<file path="src/rtl/bitstream_pkg.sv">
// bitstream_pkg: shared types and defaults for the bitstream decoder
package bitstream_pkg;
   localparam int BITSTREAM_LENGTH = 256;
   localparam int BITSTREAM_CW = $clog2(BITSTREAM_LENGTH + 1);
   typedef enum logic {DEC_IDLE, DEC_COUNT} dec_state_t;
   typedef logic [BITSTREAM_CW-1:0] count_t;
endpackage

</file>
<file path="src/rtl/bitstream_decoder_sat_counter.sv">
// sat_counter: up-counter that stops at MAX, with synchronous clear
module sat_counter #(
   parameter int W   = 9,
   parameter int MAX = 256
) (
   input  logic         clk,
   input  logic         n_rst,
   input  logic         clr,
   input  logic         en,
   input  logic         inc,
   output logic [W-1:0] cnt
);
   // clear wins; otherwise add inc while below MAX so the count never wraps
   always_ff @(posedge clk or negedge n_rst) begin
      if (!n_rst) cnt <= '0;
      else if (clr) cnt <= '0;
      else if (en && cnt < W'(MAX)) cnt <= cnt + W'(inc);
   end
endmodule

</file>
<file path="src/rtl/bitstream_decoder.sv">
// bitstream_decoder: counts ones of a unipolar bitstream per compute window
// and hands the count downstream over valid/ready.
// Optional signed output result_bipolar under BITSTREAM_DECODER_BIPOLAR_EN.
module bitstream_decoder
   import bitstream_pkg::*;
#(
   parameter int LENGTH = BITSTREAM_LENGTH,
   parameter int CW     = $clog2(LENGTH + 1)
) (
   input  logic          clk,
   input  logic          n_rst,
   input  logic          compute,
   input  logic          bit_in,
   output logic [CW-1:0] result,
   output logic [CW-1:0] window_len,
   output logic          result_valid,
   input  logic          result_ready,
   output logic          overrun
`ifdef BITSTREAM_DECODER_BIPOLAR_EN
   ,output logic signed [CW:0] result_bipolar
`endif
);
   dec_state_t    state;
   logic [CW-1:0] ones;
   logic [CW-1:0] cyc;
   logic          win_end;

   // counters are already zero in idle, so clearing whenever compute is low
   // both ends a window and lets the first high edge count its bit
   sat_counter #(.W(CW), .MAX(LENGTH)) u_ones (
      .clk(clk), .n_rst(n_rst), .clr(!compute), .en(compute), .inc(bit_in), .cnt(ones)
   );

   sat_counter #(.W(CW), .MAX(LENGTH)) u_cyc (
      .clk(clk), .n_rst(n_rst), .clr(!compute), .en(compute), .inc(1'b1), .cnt(cyc)
   );

   assign win_end = (state == DEC_COUNT) && !compute;

   // window framing, result latch, handshake and sticky overrun
   always_ff @(posedge clk or negedge n_rst) begin
      if (!n_rst) begin
         state        <= DEC_IDLE;
         result       <= '0;
         window_len   <= '0;
         result_valid <= 1'b0;
         overrun      <= 1'b0;
`ifdef BITSTREAM_DECODER_BIPOLAR_EN
         result_bipolar <= '0;
`endif
      end else begin
         state <= compute ? DEC_COUNT : DEC_IDLE;
         if (win_end) begin
            result       <= ones;
            window_len   <= cyc;
            result_valid <= 1'b1;
            if (result_valid && !result_ready) overrun <= 1'b1;
`ifdef BITSTREAM_DECODER_BIPOLAR_EN
            // modular CW+1 arithmetic: the 2*ones term may wrap but the difference fits
            result_bipolar <= $signed({ones, 1'b0}) - $signed({1'b0, cyc});
`endif
         end else if (result_valid && result_ready) begin
            result_valid <= 1'b0;
         end
      end
   end
endmodule

</file>
<file path="config.mk">
export PLATFORM = sky130hd
export DESIGN_NAME = bitstream_decoder
export DESIGN_NICKNAME = d
export VERILOG_FILES = /design/src/rtl/bitstream_pkg.sv /design/src/rtl/bitstream_decoder_sat_counter.sv /design/src/rtl/bitstream_decoder.sv
export SDC_FILE = /design/constraint.sdc
export NUM_CORES = 1
export LEC_CHECK = 0
export ABC_AREA = 1
export ABC_CLOCK_PERIOD_IN_PS = 2100
export BUFFER_PORTS_ARGS = -buffer_cell sky130_fd_sc_hd__buf_2
export CAP_MARGIN = 20
export CORE_UTILIZATION = 38
export CTS_CLUSTER_SIZE = 16
export DETAILED_ROUTE_END_ITERATION = 12
export GPL_TIMING_DRIVEN = 0
export HOLD_SLACK_MARGIN = 0.05
export PLACE_DENSITY = 0.57
export SYNTH_ARGS = -nofsm -noshare
export SYNTH_HDL_FRONTEND = slang
export SYNTH_SLANG_ARGS = --single-unit
</file>
<file path="constraint.sdc">
create_clock -name clk -period 2.1 [get_ports clk]
set_clock_uncertainty 0.2 [all_clocks]
set_input_delay 0.63 -clock clk [delete_from_list [all_inputs] [get_ports clk]]
set_output_delay 0.63 -clock clk [all_outputs]
set_load 0.01 [all_outputs]
</file>
* After elaboration in Yosys (flattened, before gate mapping)
Cells that the tools add are included.
Widths: inputs -> output; s select.
** Storage, ports and cells
- Register bits after elaboration :: 39
- Input bits :: 5
- Word-level logic and storage cells :: 29
** Operators by class
- $add $sub $neg :: 2
- Magnitude comparators :: 2
- Equality and inequality tests :: 2
- Mux-type cells :: 7
- Reduce and logical (&&, ||, !) cells :: 9
** Operators by type and width (number)
- $mux 9 :: 4
- $lt 9x9->1 const B :: 2
- $add 9x1->9 :: 1
- $add 9x1->9 const B :: 1
- $logic_and 1x1->1 :: 5
- $ne 2x1->1 const B :: 2
- $mux 1 :: 3
- $logic_not 1->1 :: 2
- $reduce_and 2->1 :: 1
- $reduce_bool 2->1 :: 1

* Longest topological paths before layout
Gate-level depths: netlist (run 1).
- Depth after elaboration :: 4
- Gate-level depth with buffers :: 7
- Depth with buffers taken out :: 7

* Modules after synthesis
Synthesis (run 1) repeated with hierarchy kept, for this count alone.
** Second synthesis, totals
- Cell total of the unflattened synthesis :: 226
- Area, all modules :: 1828.0 um^2
** By module, submodules not included
- sat_counter :: times used 2, cells an instance 69, area an instance 511.7 um^2, sequential area each 225.2 um^2
- bitstream_decoder :: times used 1, cells an instance 88, area an instance 804.5 um^2, sequential area each 525.5 um^2

* Worst setup path before layout (run 1)
No wires, ideal clock.
- Kind :: input to register
- From :: input port bit_in
- To :: register u_ones.cnt[6]
- Library setup time :: 0.118 ns
- Arrival time :: 1.349 ns
- Required time :: 1.782 ns
- Setup slack :: 0.434 ns
- Cell stages on the path :: 7
- Buffers on the path :: 0
- Path through :: ha_1 > ha_1 > nand3_1 > nor2_1 > nand2_1 > nand2_1 > nor2_1
** On the way
- Longest elaborated chain between the ends :: 3
** RTL lines
- from (decl) :: RTL line bitstream_decoder.sv:13 : input logic bit_in,
- $add 9x1->9 :: RTL line bitstream_decoder_sat_counter.sv:17 : else if (en && cnt < W'(MAX)) cnt <= cnt + W'(inc);
- $mux 9 :: RTL line bitstream_decoder_sat_counter.sv:17
- $mux 9 :: RTL line bitstream_decoder_sat_counter.sv:16 : else if (clr) cnt <= '0;
- to (signal assigned) :: RTL line bitstream_decoder_sat_counter.sv:17
- to (decl) :: RTL line bitstream_decoder_sat_counter.sv:11 : output logic [W-1:0] cnt
No other way between the ends. The select of a mux whose other input is x is not followed.
A chain may end at the register's enable or synchronous reset.

* Final worst setup path (run 1)
- From :: register window_len[0]
- To :: output port window_len[0]
** RTL lines
- from (decl) :: RTL line bitstream_decoder.sv:15 : output logic [CW-1:0] window_len,
- from (signal assigned) :: RTL line bitstream_decoder.sv:55 : window_len <= cyc;
No word-level cell between the ends.

==> results by group, run 1 <==
Synth
  • Simple-gate share of the synthesized area: 22.0%
  • Yosys warns: 0
  • Largest family of logic cells by synthesized area: simple AND/OR/NAND/NOR gates
  • Post-synthesis mux area share: 0%
  • Syn nets: 190
  • Post-Synth XOR/XNOR Area: 0%
  • Post-synthesis async set-or-reset flop share: 100%
  • Top FF cell, synth: dfrtp_1
  • Netlist Area Pre-Place: 0.00168 mm²
  • FF+latch count, synth: 39
  • Complex-gate fraction of the synthesized area: 10.2%
  • Post-synth EDFFs: 0
  • Synth cell types: 23
  • Syn avg cell area: 9.21 µm²
  • Mapped Cells: 182
  • Post-synthesis sequential area ratio: 58.3%
  • Post-synthesis adder-cell area fraction: 2.24%

Drt
  • DRC viols: 0
  • Routed WL: 3.32 mm
  • DR WL/cell: 12.6 µm
  • Post-route ant nets: 0
  • TritonRoute pass-1 iters: 4
  • 1st-iter DRT viols: 51
  • Vias: 1288
  • Vias per cell: 4.88

Place
  • Placed cells: 256
  • Detailed-placement wirelength estimate: 2.38 mm
  • Cell area after placement: 0.00186 mm²
  • Final RePlAce weighted congestion: 0.837
  • Buffers on Ports: 24

Critical path
  • Slowest stage cell, crit path: dfrtp_1
  • Slowest stage delay, CP: 0.39 ns
  • Critical Path AT: 0.81 ns
  • Family with the most delay on the worst path: flip-flops
  • Startpoint types: register
  • CP Class: register to primary output
  • Req. time, crit path: 1.27 ns
  • CP Max Fanout: 2
  • Buffers plus inverters on the worst setup path: 1
  • Worst Setup End Kind: primary output
  • Flop2flop setup slack: 0.54 ns
  • Worst-path cell chain: buf_2

Clocking
  • Worst skew pair latency: 0.28 ns
  • CTS tree: done
  • Post-CTS sizing: 0
  • CTS buffer count: 5
  • H-tree levels: 2
  • Cts hold-fix bufs: 0
  • Worst-case clock buffer depth: 2
  • Worst-path clk slew: 0.07 ns
  • CTS root buffer: clkbuf_8
  • # clock sinks: 39
  • Postcts setup bufs: 0

Global routing
  • Most used routing layer: met2
  • First-pass GRT wire length: 5.84 mm
  • Largest net degree at the start of global routing: 40
  • Overall Global Routing Usage: 17.3%
  • Gr ovfl total: 0
  • Met1 Track Usage GR: 21.9%
  • Vias in the first global route: 1327
  • Initial antenna violation count: 0
  • Met3 Use GR: 4.33%
  • Grt met2 use: 27.7%

Floorplan
  • Starting Density: 40.7%
  • Die area: 0.00468 mm²
  • Die height: 68.4 µm
  • Die width: 68.4 µm
  • IO Pins: 25
  • Total core area: 0.00412 mm²
  • # rows: 23

Job
  • Max Cap Viol: 0

Timing
  • Fin. Hold Viols: 0
  • Total negative slack: 0 ns
  • RSZ-0062 raised after global routing: no
  • WHS: 0.261 ns
  • Maximum clock rate: 0.609 GHz
  • Slew margin rel.: 42.1%
  • Measured slew at the worst slew-check pin: 0.869 ns
  • Fin crit share: 78.2%
  • Final Setup Violations: 0
  • Slew Viols, Final: 0
  • Final min period: 1.64 ns

Final layout
  • Fin area: 0.00194 mm²
  • Non-filler cells, final: 264
  • Share of layout cells above drive strength 1: 22.0%
  • # fillers: 411
  • Area growth, synth to finish: 15.8%
  • Diodes inserted: 0
  • Nets: 221

Pwr
  • Pleak: 1.01 nW
  • Power Density: 712 mW/mm²
  • Worst VDD drop: 0.295 mV

Hold path
  • Min-delay worst type: input port to async pin

Status
  • Status: completed
synth_stat cells (2+ instances only):
| library cell | number | area, µm² |
|---|---|---|
| nor2_4 | 2 | 22.5 |
| inv_2 | 3 | 11.3 |
| ha_1 | 3 | 37.5 |
| nand3_2 | 3 | 30.0 |
| buf_2 | 2 | 10.0 |
| nand3_1 | 8 | 40.0 |
| inv_1 | 17 | 63.8 |
| buf_4 | 2 | 15.0 |
| nor2_2 | 2 | 12.5 |
| nor2_1 | 8 | 30.0 |
| buf_6 | 2 | 22.5 |
| o21ai_0 | 19 | 95.1 |
| o21ai_1 | 3 | 15.0 |
| nand2_1 | 54 | 203 |
| dfrtp_1 | 39 | 976 |
| a21oi_1 | 8 | 40.0 |
worst reg2reg max path, cell delays in order, from the launching register on:
cell and delay [ns]:
dfrtp_1 0.36, ha_1 0.18, ha_1 0.18, nand3_1 0.14
nor2_1 0.19, nand2_1 0.09, nand2_1 0.06, nor2_1 0.05
where the power goes:
part / leakage [nW] / internal, mW / switching, mW
clock network: 0.0422 / 0.233 / 0.248
logic: 0.444 / 0.0397 / 0.0686
registers: 0.529 / 0.776 / 0.0161
total: 1.01 / 1.05 / 0.333
registers in the layout, summed over array words and instances, names as in the netlist:
name          flops
result            9
u_cyc.cnt         9
u_ones.cnt        9
window_len        9
overrun           1
result_valid      1
state             1
logic make-up after synthesis:
| group | count (synthesis) |
|---|---|
| buf+inv | 26 |
| compound gates | 33 |
| simple gates | 81 |
| flops | 39 |
| fa+ha+maj | 3 |
per-stage QoR:
step | worst slack [ns] | power [mW] | utilization, %
5_1_grt | 0.375 | 1.46 | 47.1
2_1_floorplan | 0.434 | 0.866 | -
3_5_place_dp | 0.213 | 0.919 | 45.2
4_1_cts | 0.445 | 1.40 | 47.1
3_3_place_gp | 0.235 | 0.913 | 45.2
6_report | 0.458 | 1.38 | 47.1
layer usage:
layer | wire length, µm | share of wire, %
met1 | 1660 | 50
met2 | 1510 | 45
met3 | 151 | 4.5
met4 | 0 | 0
met5 | 0 | 0
worst paths after layout:
path                                            from                        end  depth (start not counted)
setup / recovery           window_len[0]$_DFFE_PN0P_              window_len[0]                          1
hold / removal                                 n_rst  u_ones.cnt[0]$_DFFE_PN0P_                          1
hold reg to reg            window_len[5]$_DFFE_PN0P_  window_len[5]$_DFFE_PN0P_                          2
min in group clk           window_len[5]$_DFFE_PN0P_  window_len[5]$_DFFE_PN0P_                          2
max in group asynchronous                      n_rst  window_len[7]$_DFFE_PN0P_                          1
setup reg to reg           u_ones.cnt[0]$_DFFE_PN0P_  u_ones.cnt[6]$_DFFE_PN0P_                          7
layout make-up:
type / count / area [µm²] / area share, %
clock buffers: 7 / 76.3 / 3.94
clock inverters: 1 / 5.00 / 0.258
plain buffers: 6 / 47.5 / 2.45
well taps: 50 / 62.6 / 3.23
multi-input cells: 117 / 577 / 29.7
repair buffers: 24 / 120 / 6.19
inverters: 20 / 75.1 / 3.87
flip-flops and latches: 39 / 976 / 50.3
cells in the final DEF, fill, tap and decap left out, types with 3 or more instances in the layout:
| cell | Yosys | layout |
|---|---|---|
| buf_2 | 2 | 26 |
| a21oi_1 | 8 | 8 |
| o21ai_1 | 3 | 3 |
| nor2_1 | 8 | 8 |
| inv_2 | 3 | 3 |
| ha_1 | 3 | 3 |
| nand2_1 | 54 | 54 |
| o21ai_0 | 19 | 19 |
| nand3_1 | 8 | 8 |
| dfrtp_1 | 39 | 39 |
| inv_1 | 17 | 17 |
| nand3_2 | 3 | 3 |
| clkbuf_8 | 0 | 5 |
Note: power is estimated with default switching activity, not from simulation.
==> inputs of run 2 (changes only) <==
- ABC_AREA: 1 -> 0
- ABC_CLOCK_PERIOD_IN_PS: 2100 -> 1400
- PLACE_DENSITY: 0.57 -> 0.59
- clock period: 2.1 -> 1.4 ns (I/O delays scaled with it)
==> results by group, run 2 <==
Critical path
  • CP Class: register to register
  • Worst Setup End Kind: register
  • Family with the most delay on the worst path: simple AND/OR/NAND/NOR gates
  • Slowest stage cell, crit path: dfrtp_1
  • Req. time, crit path: 1.42 ns (+0.15 ns)
  • Critical Path AT: 1.54 ns (+0.73 ns)
  • Slowest stage delay, CP: 0.40 ns (about the same)
  • Buffers plus inverters on the worst setup path: 1 (unchanged)
  • Worst-path cell chain: nand4b_4 -> buf_4 -> or3_4 -> a21oi_2
  • Startpoint types: register
  • CP Max Fanout: 6 (+4)

Drt
  • DR WL/cell: 14.3 µm (+14%)
  • TritonRoute pass-1 iters: 3 (-1)
  • DRC viols: 0 (unchanged)
  • Vias: 1135 (-12%)
  • Post-route ant nets: 0 (unchanged)
  • Vias per cell: 4.98 (+2.0%)
  • Routed WL: 3.27 mm (-1.7%)
  • 1st-iter DRT viols: 35 (-31%)

Synth
  • Synth cell types: 29 (+26%)
  • Top cell type by total area after synthesis: dfrtp_1
  • Top-count cell post-synth: dfrtp_1
  • Top FF cell, synth: dfrtp_1
  • Syn nets: 137 (-28%)
  • Mapped Cells: 129 (-29%)
  • Netlist Area Pre-Place: 0.00165 mm² (-1.3%)
  • FF+latch count, synth: 39 (unchanged)
  • Syn avg cell area: 12.8 µm² (+39%)
  • Post-synth EDFFs: 0 (unchanged)
  • Largest cells by area after synthesis: dfrtp_1, mux2_2, xor2_1
  • Yosys warns: 0 (unchanged)
  • Post-synthesis sequential area ratio: 59.0% (+0.75 points)
  • Top cell type's share of synthesized area: 59.0% (+0.75 points)
  • Post-synthesis async set-or-reset flop share: 100% (unchanged)
  • Synth cell count leaders: dfrtp_1, mux2_2, nand2_1, nor2_1

Pwr
  • Worst VDD drop: 0.710 mV (+140%)
  • Pleak: 1.09 nW (+7.3%)
  • Design Power: 2.24 mW (+62%)
  • Power Density: 1020 mW/mm² (+43%)

Status
  • Status: complete, but fails checks
  • Failing checks: setup timing

Final layout
  • Diodes inserted: 0 (unchanged)
  • Commonest non-fill, non-tap cells in the layout: dfrtp_1, buf_2, mux2_2
  • Nets: 185 (-16%)
  • Commonest non-fill, non-tap cell in the layout: dfrtp_1
  • Fin area: 0.00220 mm² (+13%)
  • Share of layout cells above drive strength 1: 50.0% (+28 points)
  • Area growth, synth to finish: 32.8%

Place
  • Buffers on Ports: 24 (unchanged)
  • Cell area after placement: 0.00189 mm² (+1.8%)
  • Final RePlAce weighted congestion: 0.750 (-10%)
  • Pre-CTS worst setup slack: -0.301 ns (-0.513 ns)
  • Detailed-placement wirelength estimate: 2.11 mm (-11%)

Clocking
  • Worst-case clock buffer depth: 2 (unchanged)
  • CTS tree: done
  • Worst skew pair latency: 0.29 ns (about the same)
  • Worst-path clk slew: 0.07 ns (about the same)
  • # clock sinks: 39 (unchanged)
  • CTS root buffer: clkbuf_8
  • CTS buffer count: 5 (unchanged)
  • H-tree levels: 2 (unchanged)

Floorplan
  • IO Pins: 25 (unchanged)
  • # rows: 23 (unchanged)
  • Die area: 0.00462 mm² (-1.2%)
  • Die height: 68.0 µm (-0.62%)
  • Die width: 68.0 µm (-0.62%)
  • Total core area: 0.00409 mm² (-0.70%)
  • Starting Density: 40.5% (-0.23 points)

Timing
  • Slew Viols, Final: 0 (unchanged)
  • Fin crit share: 108%
  • RSZ-0062 raised after global routing: yes
  • Measured slew at the worst slew-check pin: 0.859 ns (-0.00999 ns)
  • Final Setup Violations: 25 (+25)
  • Slack of the critical path: -0.114 ns (-0.572 ns)
  • Maximum clock rate: 0.660 GHz
  • Final min period: 1.51 ns
  • Slew margin rel.: 42.7% (+0.67 points)
  • Fin. Hold Viols: 0 (unchanged)

Global routing
  • Largest net degree at the start of global routing: 40 (unchanged)
  • First-pass GRT wire length: 5.38 mm (-7.8%)
  • Gr ovfl total: 0 (unchanged)
  • Overall Global Routing Usage: 16.2% (-1.1 points)
  • Initial antenna violation count: 0 (unchanged)
  • Vias in the first global route: 1127 (-15%)

Job
  • Max Cap Viol: 0 (unchanged)

Hold path
  • Min-delay worst type: input port to async pin
run 2: cell types whose count changed after synthesis, sizes merged, moves of 4 or more:
cell / before / now
nand2: 55 / 10
inv: 20 / 1
o21ai: 22 / 3
mux2: 0 / 18
nand3: 11 / 2
nand4b: 0 / 5
xor2: 0 / 5
mux2i: 0 / 4
run 2: worst reg2reg max path, stage by stage (launching register included):
cell	delay (ns)
dfrtp_1	0.40
nand4b_4	0.21
buf_4	0.16
or3_4	0.36
a21oi_2	0.12
run 2: power breakdown:
part           leakage [nW]  switching, mW  internal [mW]  total [mW]
logic                 0.515          0.108          0.102       0.210
clock network        0.0515          0.380          0.450       0.829
registers             0.522         0.0321           1.17        1.20
run 2: logic make-up after synthesis:
kind of cell               Yosys count  synth area share, %
muxes                               22                 14.7
adders and majority gates            3                 2.27
AOI/OAI and AO/OA                   13                 4.69
buffers and inverters                6                 1.97
and+or+nand+nor                     39                 13.7
DFF                                 39                 59.0
xor gates and xnor gates             7                 3.71
run 2: what timing repair did:
item | in CTS | in global routing
resized for setup | 6 | 14
hold buffers | 0 | 0
setup buffers | 12 | 6
pin swaps | 3 | 6
endpoints found under the setup margin | 28 | 53
run 2: metrics by stage:
| stage | util [%] | cells | setup TNS [ns] | hold slack, ns |
|---|---|---|---|---|
| 6_report | 53.7 | 228 | -0.786 | 0.0355 |
| 2_1_floorplan | - | 129 | -0.124 | -0.0756 |
| 3_5_place_dp | 46.3 | 203 | -8.44 | 0.264 |
| 3_3_place_gp | 46.3 | 203 | -7.89 | 0.256 |
| 4_1_cts | 51.5 | 223 | -1.09 | 0.0677 |
| 5_1_grt | 53.7 | 228 | -1.86 | 0.119 |
run 2: per-layer routing:
layer / vias up / routed length (µm) / global-route usage, %
li1: 550 / - / -
met4: 0 / 53 / 7.03
met2: 20 / 1570 / 25.2
met3: 7 / 122 / 4.00
met1: 558 / 1520 / 21.1
met5: - / 0 / 0
run 2: area by class of cell:
class | instances | area (µm²)
fillers | 362 | 1890
flip-flops and latches | 39 | 981
multi-input cells | 84 | 733
repair buffers | 42 | 275
clock buffers | 8 | 100
well taps | 50 | 62.6
plain buffers | 4 | 40.0
inverters | 1 | 3.75
run 2: worst paths after layout:
| path | from | to | cells after the start | slack, ns |
|---|---|---|---|---|
| max | u_ones.cnt[8]$_DFFE_PN0P_ | u_ones.cnt[6]$_DFFE_PN0P_ | 4 | -0.11 |
| min | n_rst | window_len[4]$_DFFE_PN0P_ | 1 | 0.04 |
| max reg2reg | u_ones.cnt[8]$_DFFE_PN0P_ | u_ones.cnt[6]$_DFFE_PN0P_ | 4 | -0.11 |
| min reg2reg | overrun$_DFFE_PN0P_ | overrun$_DFFE_PN0P_ | 1 | 0.28 |
| max in group asynchronous | n_rst | u_ones.cnt[2]$_DFFE_PN0P_ | 1 | 0.37 |
| min in group clk | compute | state$_DFF_PN0_ | 1 | 0.12 |
==> inputs of run 3 (changes only) <==
- BUFFER_PORTS_ARGS: -buffer_cell sky130_fd_sc_hd__buf_2 -> unset
- DONT_BUFFER_PORTS: unset -> 1
- PLACE_DENSITY: 0.59 -> 0.54
==> results by group, run 3 (synthesized netlist as in run 2, its figures left out) <==
Status
  • Status: complete, but fails checks
  • Failing checks: hold timing, setup timing

Place
  • Final RePlAce weighted congestion: 0.779 (+3.9%)
  • Buffers on Ports: 0 (-100%)
  • Detailed-placement wirelength estimate: 1.92 mm (-8.8%)
  • Placed cells: 179 (-12%)
  • Cell area after placement: 0.00177 mm² (-6.3%)

Critical path
  • Slowest stage cell, crit path: or4_1
  • Slowest stage delay, CP: 0.48 ns (+0.08 ns)
  • Crit. Startpoint: u_ones.cnt[8]$_DFFE_PN0P_
  • Critical Path AT: 1.53 ns (about the same)
  • Req. time, crit path: 1.42 ns (about the same)
  • CP Max Fanout: 6 (unchanged)
  • Startpoint types: register
  • CP Class: register to register
  • Buffers plus inverters on the worst setup path: 0 (-1)
  • Worst r2r src: u_ones.cnt[8]$_DFFE_PN0P_
  • Worst-path cell chain: nand4b_4 -> or4_1 -> a21oi_1
  • Family with the most delay on the worst path: simple AND/OR/NAND/NOR gates
  • Worst Setup End Kind: register

Final layout
  • Commonest non-fill, non-tap cell in the layout: dfrtp_1
  • Non-filler cells, final: 200 (-12%)
  • Area growth, synth to finish: 21.1%
  • # fillers: 385 (+6.4%)
  • Share of layout cells above drive strength 1: 38.0% (-12 points)
  • Nets: 158 (-15%)
  • Commonest non-fill, non-tap cells in the layout: dfrtp_1, mux2_2, buf_4
  • Fin util: 49.0% (-4.7 points)
  • Diodes inserted: 0 (unchanged)
  • Fin area: 0.00200 mm² (-8.8%)

Job
  • Max Cap Viol: 0 (unchanged)

Pwr
  • Power Density: 1050 mW/mm² (+2.6%)
  • Design Power: 2.10 mW (-6.4%)
  • Pleak: 0.931 nW (-14%)
  • Worst VDD drop: 0.593 mV (-16%)

Drt
  • Post-route ant nets: 0 (unchanged)
  • 1st-iter DRT viols: 12 (-66%)
  • Vias: 1073 (-5.5%)
  • DR WL/cell: 15.6 µm (+9.2%)
  • DRC viols: 0 (unchanged)
  • TritonRoute pass-1 iters: 4 (+1)
  • Routed WL: 3.13 mm (-4.2%)
  • Vias per cell: 5.37 (+7.8%)

Floorplan
  • IO Pins: 25 (unchanged)
  • Die area: 0.00462 mm² (unchanged)
  • Total core area: 0.00409 mm² (unchanged)
  • Starting Density: 40.5% (unchanged)
  • # rows: 23 (unchanged)
  • Die width: 68.0 µm (unchanged)
  • Die height: 68.0 µm (unchanged)

Timing
  • Maximum clock rate: 0.661 GHz (about the same)
  • Slew margin rel.: 68.4% (+26 points)
  • Fin crit share: 108% (about the same)
  • Slew Viols, Final: 0 (unchanged)
  • Measured slew at the worst slew-check pin: 0.475 ns (-0.384 ns)
  • Total negative slack: -0.350 ns (+0.436 ns)
  • Final Setup Violations: 6 (-76%)
  • RSZ-0062 raised after global routing: yes
  • Fin. Hold Viols: 39 (+39)
  • WHS: -0.377 ns (-0.412 ns)
  • Final min period: 1.51 ns (-0.000993 ns)
  • Slack of the critical path: -0.113 ns (+0.000993 ns)

Global routing
  • Vias in the first global route: 1114 (-1.2%)
  • First-pass GRT wire length: 5.26 mm (-2.2%)
  • Gr ovfl total: 0 (unchanged)
  • Initial antenna violation count: 0 (unchanged)
  • Overall Global Routing Usage: 16.2% (+0.059 points)
  • Largest net degree at the start of global routing: 40 (unchanged)

Clocking
  • CTS buffer count: 5 (unchanged)
  • # clock sinks: 39 (unchanged)
  • CTS root buffer: clkbuf_8
  • Worst-case clock buffer depth: 2 (unchanged)
  • Worst skew pair latency: 0.29 ns (about the same)
  • H-tree levels: 2 (unchanged)
  • Worst-path clk slew: 0.07 ns (about the same)
  • CTS tree: done

Hold path
  • Min-delay worst type: input port to async pin
-- run 3: cell count changes in the layout (fill, tap and decap cells not counted), sizes merged --
cell | previous run | this run
buf | 44 | 16
clkinv | 0 | 1
dlygate4sd3 | 0 | 1
clkbuf | 10 | 8
-- run 3: routing by layer --
layer | wire [µm] | up-vias | share of wire [%] | global-route usage (%)
li1 | - | 497 | - | -
met4 | 58 | 0 | 1.9 | 7.81
met5 | 0 | - | 0 | 0
met2 | 1520 | 23 | 49 | 25.0
met1 | 1400 | 548 | 45 | 20.1
met3 | 146 | 5 | 4.7 | 5.67
-- run 3: worst paths after layout --
| check | endpoint | slack (ns) | cells past startpoint |
|---|---|---|---|
| max | u_ones.cnt[7]$_DFFE_PN0P_ | -0.11 | 3 |
| min | window_len[3]$_DFFE_PN0P_ | -0.38 | 0 |
| max reg2reg | u_ones.cnt[7]$_DFFE_PN0P_ | -0.11 | 3 |
| min reg2reg | overrun$_DFFE_PN0P_ | 0.35 | 1 |
| max in group asynchronous | u_cyc.cnt[2]$_DFFE_PN0P_ | 1.28 | 0 |
| min in group clk | u_ones.cnt[8]$_DFFE_PN0P_ | 0.06 | 2 |
-- run 3: layout make-up --
type                            count  area (µm²)  share of cell area (%)
Inverter                            1        3.75                   0.187
Clock inverter                      1        5.00                   0.250
Tap cell                           50        62.6                    3.12
Sequential cell                    39         980                    48.9
Timing Repair Buffer               15         119                    5.93
Buffer                              4        32.5                    1.62
Clock buffer                        6        82.6                    4.12
Multi-Input combinational cell     84         718                    35.9
-- run 3: stage by stage --
step           setup slack (ns)  hold WS, ns
2_1_floorplan           -0.0605      -0.0756
3_3_place_gp             -0.124      -0.0747
3_5_place_dp             -0.167      -0.0746
4_1_cts                  -0.103       -0.391
5_1_grt                  -0.163       -0.400
6_report                 -0.113       -0.377
-- run 3: what timing repair did --
item / CTS / global route
buffers inserted: 12 / 2
pin swaps: 6 / 4
hold endpoints to repair: 42 / 41
setup endpoints to repair: 10 / 11
resized for setup: 7 / 3
-- run 3: power by group --
part           internal, mW  total (mW)  switching, mW
clock                 0.386       0.748          0.362
combinational        0.0719       0.130         0.0580
sequential             1.17        1.22         0.0491
total                  1.63        2.10          0.469
